**config.mk**
```make
export PLATFORM = sky130hd
export DESIGN_NAME = tt_store_drain
export DESIGN_NICKNAME = d
export VERILOG_FILES = /design/src/rtl/tt_vpu_pkg.sv /design/src/rtl/tt_store_drain.sv
export SDC_FILE = /design/constraint.sdc
export NUM_CORES = 1
export LEC_CHECK = 0
export ABC_AREA = 1
export ABC_CLOCK_PERIOD_IN_PS = 2500
export CAP_MARGIN = 20
export CORE_MARGIN = 1.5
export CORE_UTILIZATION = 43
export DETAILED_ROUTE_END_ITERATION = 12
export GPL_ROUTABILITY_DRIVEN = 0
export PLACE_DENSITY = 0.92
export SYNTH_ARGS = -nofsm -noshare
export SYNTH_HDL_FRONTEND = slang
export SYNTH_SLANG_ARGS = --single-unit
```
**constraint.sdc**
```tcl
create_clock -name i_clk -period 2.5 [get_ports i_clk]
set_clock_uncertainty 0.05 [all_clocks]
set_input_delay 0.75 -clock i_clk [delete_from_list [all_inputs] [get_ports i_clk]]
set_output_delay 0.75 -clock i_clk [all_outputs]
set_load 0.01 [all_outputs]
```
**src/rtl/tt_vpu_pkg.sv**
```systemverilog
// Shared VPU types: store-drain FSM states and the buffered store request payload.
package tt_vpu_pkg;

  localparam int unsigned STORE_DATA_W = 32;
  localparam int unsigned STORE_ADDR_W = 48;
  localparam int unsigned STORE_BE_W   = STORE_DATA_W / 8;
  localparam int unsigned STORE_SZ_W   = 3;

  typedef enum logic [1:0] {
    RUN       = 2'd0,
    ORD_ISSUE = 2'd1,
    ORD_ACK   = 2'd2
  } drain_state_e;

  typedef struct packed {
    logic [STORE_ADDR_W-1:0] addr;
    logic [STORE_DATA_W-1:0] data;
    logic [STORE_BE_W-1:0]   byten;
    logic [STORE_SZ_W-1:0]   ldst_sz;
    logic                    ordered;
  } store_req_t;

endpackage

```
**src/rtl/tt_store_drain.sv**
```systemverilog
// Store FIFO consumer: pops entries into a one-deep request register, issues them to memory
// with req/gnt, tracks outstanding acks and serialises ordered stores around all other stores.
module tt_store_drain
  import tt_vpu_pkg::*;
#(
  parameter int unsigned DATA_WIDTH      = STORE_DATA_W,
  parameter int unsigned ADDR_WIDTH      = STORE_ADDR_W,
  parameter int unsigned MAX_OUTSTANDING = 4,
  parameter int unsigned CNT_W           = $clog2(MAX_OUTSTANDING + 1)
) (
  input  logic                    i_clk,
  input  logic                    i_reset_n,
  output logic                    o_fifo_rden,
  input  logic                    i_fifo_valid,
  input  logic [DATA_WIDTH-1:0]   i_fifo_data,
  input  logic [ADDR_WIDTH-1:0]   i_fifo_addr,
  input  logic [DATA_WIDTH/8-1:0] i_fifo_byten,
  input  logic                    i_fifo_ordered,
  input  logic [2:0]              i_fifo_ldst_sz,
  output logic                    o_mem_req,
  output logic [ADDR_WIDTH-1:0]   o_mem_addr,
  output logic [DATA_WIDTH-1:0]   o_mem_data,
  output logic [DATA_WIDTH/8-1:0] o_mem_byten,
  output logic [2:0]              o_mem_ldst_sz,
  input  logic                    i_mem_gnt,
  input  logic                    i_mem_ack,
  output logic [CNT_W-1:0]        o_outstanding,
  output logic                    o_idle,
  output logic                    o_ack_underflow
);

  drain_state_e     state_q;
  drain_state_e     state_d;
  store_req_t       req_q;
  logic             req_vld_q;
  logic [CNT_W-1:0] count_q;
  logic             ack_underflow_q;
  logic             issue_ok;
  logic             issue;

  // State register
  always_ff @(posedge i_clk) begin
    if (!i_reset_n) state_q <= RUN;
    else            state_q <= state_d;
  end

  // Next-state logic
  always_comb begin
    state_d = state_q;
    case (state_q)
      RUN:       if (i_fifo_valid && i_fifo_ordered) state_d = ORD_ISSUE;
      ORD_ISSUE: if (issue) state_d = ORD_ACK;
      ORD_ACK:   if (i_mem_ack && (count_q == CNT_W'(1))) state_d = RUN;
      default:   state_d = RUN;
    endcase
  end

  // Output logic; rden/req are gated by reset so nothing is popped or requested while held
  always_comb begin
    issue_ok    = 1'b0;
    o_mem_req   = 1'b0;
    issue       = 1'b0;
    o_fifo_rden = 1'b0;
    o_idle      = 1'b0;
    case (state_q)
      RUN:       issue_ok = (count_q < CNT_W'(MAX_OUTSTANDING));
      ORD_ISSUE: issue_ok = (count_q == '0);
      default:   issue_ok = 1'b0;
    endcase
    o_mem_req   = i_reset_n & req_vld_q & issue_ok;
    issue       = o_mem_req & i_mem_gnt;
    o_fifo_rden = i_reset_n & (state_q == RUN) & (~req_vld_q | (issue & ~req_q.ordered));
    o_idle      = ~req_vld_q & (count_q == '0) & (state_q == RUN);
  end

  // Request valid: a capture always wins, since the FIFO has already consumed that entry
  always_ff @(posedge i_clk) begin
    if (!i_reset_n)        req_vld_q <= 1'b0;
    else if (i_fifo_valid) req_vld_q <= 1'b1;
    else if (issue)        req_vld_q <= 1'b0;
  end

  always_ff @(posedge i_clk) begin
    if (i_fifo_valid) begin
      req_q.addr    <= i_fifo_addr;
      req_q.data    <= i_fifo_data;
      req_q.byten   <= i_fifo_byten;
      req_q.ldst_sz <= i_fifo_ldst_sz;
      req_q.ordered <= i_fifo_ordered;
    end
  end

  // Outstanding write counter with sticky underflow flag
  always_ff @(posedge i_clk) begin
    if (!i_reset_n) begin
      count_q         <= '0;
      ack_underflow_q <= 1'b0;
    end else begin
      case ({issue, i_mem_ack})
        2'b10:   count_q <= count_q + CNT_W'(1);
        2'b01:   if (count_q != '0) count_q <= count_q - CNT_W'(1);
        default: count_q <= count_q;
      endcase
      if (i_mem_ack && !issue && (count_q == '0)) ack_underflow_q <= 1'b1;
    end
  end

  assign o_mem_addr      = req_q.addr;
  assign o_mem_data      = req_q.data;
  assign o_mem_byten     = req_q.byten;
  assign o_mem_ldst_sz   = req_q.ldst_sz;
  assign o_outstanding   = count_q;
  assign o_ack_underflow = ack_underflow_q;

`ifdef SIM
  // The FIFO may only present a consumed head while we are popping
  always_ff @(posedge i_clk) begin
    if (i_reset_n) assert (!(i_fifo_valid && !o_fifo_rden));
  end
`endif

endmodule

```
==> results of run 1 <==
## where the power goes
group	switching (mW)	internal (mW)	total [mW]
logic	0.296	0.421	0.717
registers	0.0584	1.89	1.94
clock network	0.561	0.385	0.946
total	0.915	2.69	3.61
## sequential cells by signal, summed over array words and instances, names as in the netlist, 2 cells and up
| register | count |
|---|---|
| o_mem_data | 32 |
| o_mem_byten | 4 |
| o_outstanding | 3 |
| o_mem_addr | 48 |
| o_mem_ldst_sz | 3 |
| state_q | 2 |
## layout make-up
cell class / instances / area share, %
tap: 108 / 2.512
multi-input combinational: 50 / 5.746
inverter: 11 / 0.9072
timing repair buffer: 192 / 35.54
clock inverter: 7 / 1.163
sequential: 95 / 51.83
clock buffer: 9 / 2.303
## kinds of logic after synthesis
group / share of synthesized area, %
xor gates and xnor gates: 0.4617
and+or+nand+nor: 5.177
buffers and inverters: 18.73
adders and majority gates: 1.319
DFF: 73.33
AOI/OAI and AO/OA: 0.9892
## critical path, stage by stage (launching register included)
cell and delay [ps]:
dfxtp_4 370, inv_4 60, ha_2 170, inv_2 40, nor2_1 110, inv_1 100
nor4_1 190, clkbuf_2 180
## per-stage QoR
step                setup WS [ps]  power [mW]  TNS [ps]
global placement           -531.8       2.655    -912.6
CTS                         1.221       3.640         0
floorplan                   398.8       2.330         0
global route                5.214       3.767         0
finish                      145.6       3.606         0
detailed placement         -606.0       2.692     -1042
## routing by layer
layer | track usage (%) | vias up | share of wire (%)
met5 | 0 | - | 0.16
met4 | 6.689 | 2 | 1.8
met3 | 5.564 | 15 | 7.1
met2 | 31.85 | 117 | 56
met1 | 17.47 | 1028 | 35
li1 | - | 985 | -
## placed cells by master, fill, tap and decap left out, types with 2 or more instances in the layout
cell type	instances
clkdlybuf4s50_1	180
edfxtp_1	88
nand2_1	12
clkbuf_8	9
nand3_1	8
nor2_1	7
inv_1	6
a21oi_1	6
buf_4	5
dfxtp_1	5
nand2_2	3
inv_2	3
clkinv_4	3
ha_1	3
xor2_1	2
inv_8	2
inv_6	2
dlygate4sd2_1	2
clkbuf_2	2
buf_12	2
## worst paths after layout
check | start | endpoint | slack [ps] | depth (start not counted)
max | o_outstanding[1] | o_idle | 150 | 7
min | o_ack_underflow | o_ack_underflow | 450 | 1
max reg2reg | o_outstanding[1] | o_outstanding[2] | 1030 | 10
min reg2reg | o_ack_underflow | o_ack_underflow | 450 | 1
==> metrics.txt, run 1 <==
Iter 0 DRT Violations 87; EDFF count, synth 88; worst hold slack 448.4 ps; Seq cells post-synth 95; total track usage 17.06%; ys flop type edfxtp_1; FF/Latch Area 0.002788 sq mm; Die ar. 0.009398 sq mm; initial core utilization 43.94%; CTS max path bufs 2; Post-DRT Antenna Nets 0; Post-Synthesis Cell Area 0.003795 sq mm; H-Tree Depth 3; worst rel slew slack 71.53%; setup bufs post-CTS 0; min Tclk post-route 2354 ps; post-CTS sizing 15; top cell type's share of synthesized area 69.63%; Detail Placement HPWL 6164 microns; Final setup viols 0; final core occ 62.29%; Syn-to-layout area delta 41.74%; IO Port Bufs 186; f_max 0.4247 GHz; share of layout cells above drive strength 1 11.26%; Post-Syn Instances 244; RSZ-0062 raised after global routing false; Hold Fails Final Rpt 0; Fillers 654; Vias 2147; drt wl/cell 16.87 microns; crit path max fanout 4; CP Launch Type flip-flop; CTS Buf Count 9; ys async rst share 0%; final slew viol count 0; leading post-synthesis cells by cell area edfxtp_1 (70%), buf_4 (17%), dfxtp_1 (3.7%); top post-synthesis cells by count edfxtp_1 (88), buf_4 (87), nand2_1 (14); Core Box Area 0.008636 sq mm; Finished Layout Cells 472; Worst Path Required 1700 ps; Synth Net Count 341; post-route clock period utilization 94.18%; number of detailed-route iterations in the first pass 4; Min-Delay Path Class flip-flop to flip-flop; dpl cell area 0.005195 sq mm; CTS tree built; Worst-Margin Slew 427.0 ps; Site Rows 34; largest net degree at the start of global routing 33; CTS Hold Bufs 0; area leader, netlist edfxtp_1; DRT Wirelength 7961 microns; I/O Pins 187; count leader, synth edfxtp_1; Die Y 96.95 microns; Total Nets Final 456; Final Instance Area 0.005379 sq mm; outcome complete, no violations; worst skew pair latency 340 ps; vias in the first global route 2240; CTS root buf clkbuf_8; crit path DAT 1550 ps; Cells after DPL 456; Pwr per Cell Area 670.5 mW/mm^2; antenna violations before repair 1; area of the multi-input gates 309.0 sq um; Die Width 96.95 microns; Inserted Diodes 0; Setup CP Type flip-flop to output port; CTS sink cnt 95; syn avg cell area 15.55 sq um; Max rail drop VDD 0.3068 mV; Critical Path Sink Type output port; P_leak 1.984 nW; global route overflow 0; drc violations 0; first-pass GRT wire length 12160 microns; post-synthesis sequential area ratio 73.33%; vias per cell 4.549; Synth cell types 21; max cap viols 0; Clk pin slew, worst setup/hold paths 90 ps; synth warn 0
Power figures use the tool's default switching activity.
==> inputs of run 2 (changes only) <==
--- a/config.mk
+++ b/config.mk
@@ -6,13 +6,14 @@
 export NUM_CORES = 1
 export LEC_CHECK = 0
 export ABC_AREA = 1
-export ABC_CLOCK_PERIOD_IN_PS = 2500
+export ABC_CLOCK_PERIOD_IN_PS = 2350
 export CAP_MARGIN = 20
 export CORE_MARGIN = 1.5
-export CORE_UTILIZATION = 43
+export CORE_UTILIZATION = 40
 export DETAILED_ROUTE_END_ITERATION = 12
 export GPL_ROUTABILITY_DRIVEN = 0
-export PLACE_DENSITY = 0.92
+export PLACE_DENSITY = 0.87
+export SETUP_SLACK_MARGIN = 0.2
 export SYNTH_ARGS = -nofsm -noshare
 export SYNTH_HDL_FRONTEND = slang
 export SYNTH_SLANG_ARGS = --single-unit
==> constraint.sdc (replaced) <==
create_clock -name i_clk -period 2.35 [get_ports i_clk]
set_clock_uncertainty 0.05 [all_clocks]
set_input_delay 0.705 -clock i_clk [delete_from_list [all_inputs] [get_ports i_clk]]
set_output_delay 0.705 -clock i_clk [all_outputs]
set_load 0.01 [all_outputs]
==> metrics.txt, run 2 (same netlist as run 1, synthesis figures left out) <==
outcome complete, no violations; Syn-to-layout area delta 45.37%; Die Width 100.4 microns; worst rel slew slack 77.01%; drc violations 0; post-route clock period utilization 92.58%; Critical Path Sink Type output port; Inserted Diodes 0; Vias 2137; global route overflow 0; Worst Path Buf+Inv 3; f_max 0.4596 GHz; reg-to-reg endpoint o_outstanding[1]; area of the multi-input gates 345.3 sq um; Fillers 721; CTS Hold Bufs 0; Core Box Area 0.009240 sq mm; Post-DRT Antenna Nets 0; Power, Total 4.060 mW; Die ar. 0.01008 sq mm; vias per cell 4.274; number of detailed-route iterations in the first pass 4; crit path DAT 1420 ps; CTS tree built; min Tclk post-route 2176 ps; Min-Delay Path Class flip-flop to flip-flop; CTS max path bufs 2; Hold Fails Final Rpt 0; initial core utilization 41.07%; Setup WS pre-CTS -594.7 ps; crit path max fanout 2; worst skew pair latency 350 ps; CTS root buf clkbuf_8; CP Launch Type flip-flop; CTS Buf Count 9; H-Tree Depth 3; largest net degree at the start of global routing 58; Clk pin slew, worst setup/hold paths 90 ps; drt wl/cell 15.01 microns; CP max stage cell dfxtp_2; Setup crit end o_fifo_rden; Final setup viols 0; Total Nets Final 463; Max rail drop VDD 0.3454 mV; first-pass GRT wire length 10970 microns; Crit. path cell count 8; P_leak 2.084 nW; max cap viols 0; Die Y 100.4 microns; setup TNS 0 ps; I/O Pins 187; total track usage 14.60%; IO Port Bufs 186; share of layout cells above drive strength 1 14.82%; FF/Latch Area 0.002789 sq mm; worst r2r src o_outstanding[1]; DRT Wirelength 7505 microns; Detail Placement HPWL 5640 microns; Iter 0 DRT Violations 69; antenna violations before repair 0; commonest non-fill, non-tap cell in the layout clkdlybuf4s50_1; Pwr per Cell Area 736.0 mW/mm^2; Site Rows 35; RSZ-0062 raised after global routing true; crit-path max cell delay 350 ps; vias in the first global route 2112; final slew viol count 0; Worst setup startpoint o_outstanding[0]; Worst R2R Setup Slack 890 ps; r2r worst-path depth 10; CTS sink cnt 95; Setup CP Type flip-flop to output port; commonest non-fill, non-tap cells in the layout clkdlybuf4s50_1 (177), edfxtp_1 (88), buf_4 (13), nand2_1 (11), clkbuf_8 (9); cell-by-cell trace of the critical path inv_2 > ha_4 > inv_4 > nand2_4 > nand4_4 > nand2_2 > and3_4 > buf_6; Setup WS post-layout 174.3 ps; max reg flops 48; Worst-Margin Slew 344.9 ps; delay-heaviest family, CP flip-flops; Worst Path Required 1590 ps
## run 2: per-stage QoR
stage	hold slack [ps]	utilization (%)	std cells	area, sq um
2_1_floorplan	431.4	-	244	3795
3_3_place_gp	440.4	56.53	479	5224
3_5_place_dp	444.8	56.53	479	5224
4_1_cts	468.8	59.20	498	5470
5_1_grt	493.4	59.70	500	5517
6_report	450.8	59.70	500	5517
## run 2: area by class of cell
type | count | area share [%]
Clock buffer | 9 | 2.245
Clock inverter | 7 | 1.565
Inverter | 11 | 0.8846
Multi-Input combinational cell | 50 | 6.260
Sequential cell | 95 | 50.56
Tap cell | 129 | 2.926
Timing Repair Buffer | 199 | 35.56
## run 2: worst min path at each step
stage,from,endpoint,slack [ps],depth (start not counted)
6_report,o_ack_underflow,o_ack_underflow,450,1
5_1_grt,o_ack_underflow,o_ack_underflow,490,1
4_1_cts,o_ack_underflow,o_ack_underflow,470,1
3_5_place_dp,o_ack_underflow,o_ack_underflow,440,1
3_3_place_gp,o_ack_underflow,o_ack_underflow,440,1
2_1_floorplan,req_vld_q,req_vld_q,430,2
## run 2: per-layer routing
layer | vias up | global-route usage, % | routed length, microns
li1 | 999 | - | -
met1 | 1017 | 15.91 | 2805
met2 | 109 | 25.80 | 3926
met3 | 12 | 6.058 | 656
met4 | 0 | 4.659 | 116
met5 | - | 0 | 0
## run 2: power breakdown
part | total [mW] | leakage, nW | internal, mW | switching (mW)
logic | 0.879 | 1.06 | 0.527 | 0.352
clock network | 1.12 | 0.104 | 0.516 | 0.603
registers | 2.06 | 0.920 | 2.00 | 0.0572
## run 2: what timing repair did
action,4_1_cts,5_1_grt
gates cloned,0,0
setup buffers,3,2
endpoints found under the hold margin,0,0
resized for setup,29,12
setup endpoints to repair,5,6
pin swaps,2,3
==> inputs of run 3 (changes only) <==
--- a/config.mk
+++ b/config.mk
@@ -8,7 +8,7 @@
 export ABC_AREA = 1
 export ABC_CLOCK_PERIOD_IN_PS = 2350
 export CAP_MARGIN = 20
-export CORE_MARGIN = 1.5
+export CORE_MARGIN = 4
 export CORE_UTILIZATION = 40
 export DETAILED_ROUTE_END_ITERATION = 12
 export GPL_ROUTABILITY_DRIVEN = 0
==> metrics.txt, run 3 (same netlist as run 1, synthesis figures left out) <==
Power, Total 4.017 mW; Worst-Margin Slew 527.2 ps; max reg flops 48; crit path DAT 1430 ps; CTS tree built; hold depth 1; Logic pwr share 22.5%; clock share of power 26.2%; number of detailed-route iterations in the first pass 4; Worst Path Buf+Inv 3; Hold Crit Start o_ack_underflow; crit path max fanout 2; Die Y 105.4 microns; post-route clock period utilization 92.88%; Sw Pwr 0.9830 mW; DRT Wirelength 8408 microns; CTS root buf clkbuf_8; Total Nets Final 470; P_leak 2.089 nW; CP Launch Type flip-flop; outcome complete, no violations; worst skew pair latency 340 ps; Worst Path Required 1590 ps; CP max stage cell dfxtp_2; CTS Buf Count 9; Detail Placement HPWL 6609 microns; max cap viols 0; Final setup viols 0; H-Tree Depth 3; Pwr per Cell Area 722.8 mW/mm^2; worst r2r src o_outstanding[1]; Die Width 105.4 microns; f_max 0.4582 GHz; commonest non-fill, non-tap cell in the layout clkdlybuf4s50_1; vias per cell 4.276; final slew viol count 0; initial core utilization 41.07%; I/O Pins 187; worst hold slack 451.5 ps; CTS max path bufs 2; Max rail drop VDD 0.3745 mV; Seq pwr share 51.3%; Syn-to-layout area delta 46.46%; crit-path max cell delay 330 ps; Crit. path cell count 8; vias in the first global route 2261; Die ar. 0.01111 sq mm; commonest non-fill, non-tap cells in the layout clkdlybuf4s50_1 (178), edfxtp_1 (88), buf_4 (20), nand2_1 (11), clkbuf_8 (9); worst hold endpoint o_ack_underflow; Worst R2R Setup Slack 850 ps; largest net degree at the start of global routing 40; Setup CP Type flip-flop to output port; delay-heaviest family, CP simple AND/OR/NAND/NOR gates; RSZ-0062 raised after global routing true; antenna violations before repair 0; Cells after DPL 485; global route overflow 0; Site Rows 35; Iter 0 DRT Violations 53; reg-to-reg endpoint o_outstanding[0]; r2r worst-path depth 12; total track usage 14.41%; worst rel slew slack 64.85%; CTS sink cnt 95; Clk pin slew, worst setup/hold paths 90 ps; cell-by-cell trace of the critical path inv_2 > ha_4 > inv_4 > nand2_4 > nand4_4 > nand2_2 > and3_4 > buf_6; Finished Layout Cells 507; min Tclk post-route 2183 ps; IO Port Bufs 186; Fillers 697; Min-Delay Path Class flip-flop to flip-flop; Critical Path Sink Type output port; cell-internal power 3.034 mW; share of layout cells above drive strength 1 16.67%; Vias 2168; Inserted Diodes 0; first-pass GRT wire length 12140 microns; Hold Fails Final Rpt 0; Core Box Area 0.009240 sq mm; drt wl/cell 16.58 microns; drc violations 0; Post-DRT Antenna Nets 0; final core occ 60.15%; Switching Share 24.47%
## run 3: cell count changes in the layout (fill, tap and decap cells not counted), moves of 2 or more
cell	previous run	this run
buf_4	13	20
clkinv_2	0	3
dlymetal6s2s_1	3	1
inv_8	2	0
## run 3: power by group through the flow
stage | Sequential [mW] | Combinational (mW) | Clock, mW
5_1_grt | 2.08 | 0.965 | 1.17
3_3_place_gp | 2.08 | 0.786 | 0
3_5_place_dp | 2.09 | 0.805 | 0
6_report | 2.06 | 0.903 | 1.05
2_1_floorplan | 2.09 | 0.389 | 0
4_1_cts | 2.06 | 0.863 | 1.09
## run 3: cell type report
cell class | instances | area [sq um] | area share [%]
Multi-Input combinational cell | 50 | 354.1 | 6.371
Tap cell | 129 | 161.4 | 2.904
Clock inverter | 7 | 71.32 | 1.283
Timing Repair Buffer | 206 | 2008 | 36.13
Clock buffer | 9 | 123.9 | 2.229
Sequential cell | 95 | 2790 | 50.20
Inverter | 11 | 48.80 | 0.8780
## run 3: worst max-delay path by stage
stage                      from           to  slack, ps
5_1_grt        o_outstanding[1]  o_fifo_rden         80
6_report       o_outstanding[1]  o_fifo_rden        170
3_3_place_gp          i_reset_n  o_fifo_rden       -600
2_1_floorplan         i_reset_n  o_fifo_rden        340
3_5_place_dp          i_reset_n  o_fifo_rden       -630
4_1_cts        o_outstanding[1]       o_idle         90
## run 3: worst reg2reg max path, delay by kind of cell (launching register included)
family                   cells  cell delay (ps)
flip-flops                   1              330
AO/OA/AOI/OAI                1              110
buffers and inverters        5              470
adder cells (fa/ha/maj)      1              140
AND/OR/NAND/NOR              5              320
## run 3: metal layers
metal  track usage, %  up-vias  wire length [microns]
met4            3.187        0                    131
met3            5.389       13                    779
met1            15.70     1024                   3060
li1                 -     1008                      -
met2            26.50      123                   4436
met5                0        -                      0
## run 3: what timing repair did
item	in CTS	in global routing
setup endpoints to repair	4	4
pin swaps	3	4
hold endpoints to repair	0	0
buffers inserted	2	4
gates resized for setup	33	9
hold buffers	0	0
## run 3: stage by stage
stage	TNS, ps	instance area (sq um)	setup slack, ps
finish	0	5558	167.4
detailed placement	-965.1	5269	-626.0
global placement	-922.8	5269	-599.0
CTS	0	5508	88.41
global route	0	5558	75.99
floorplan	0	3795	338.8
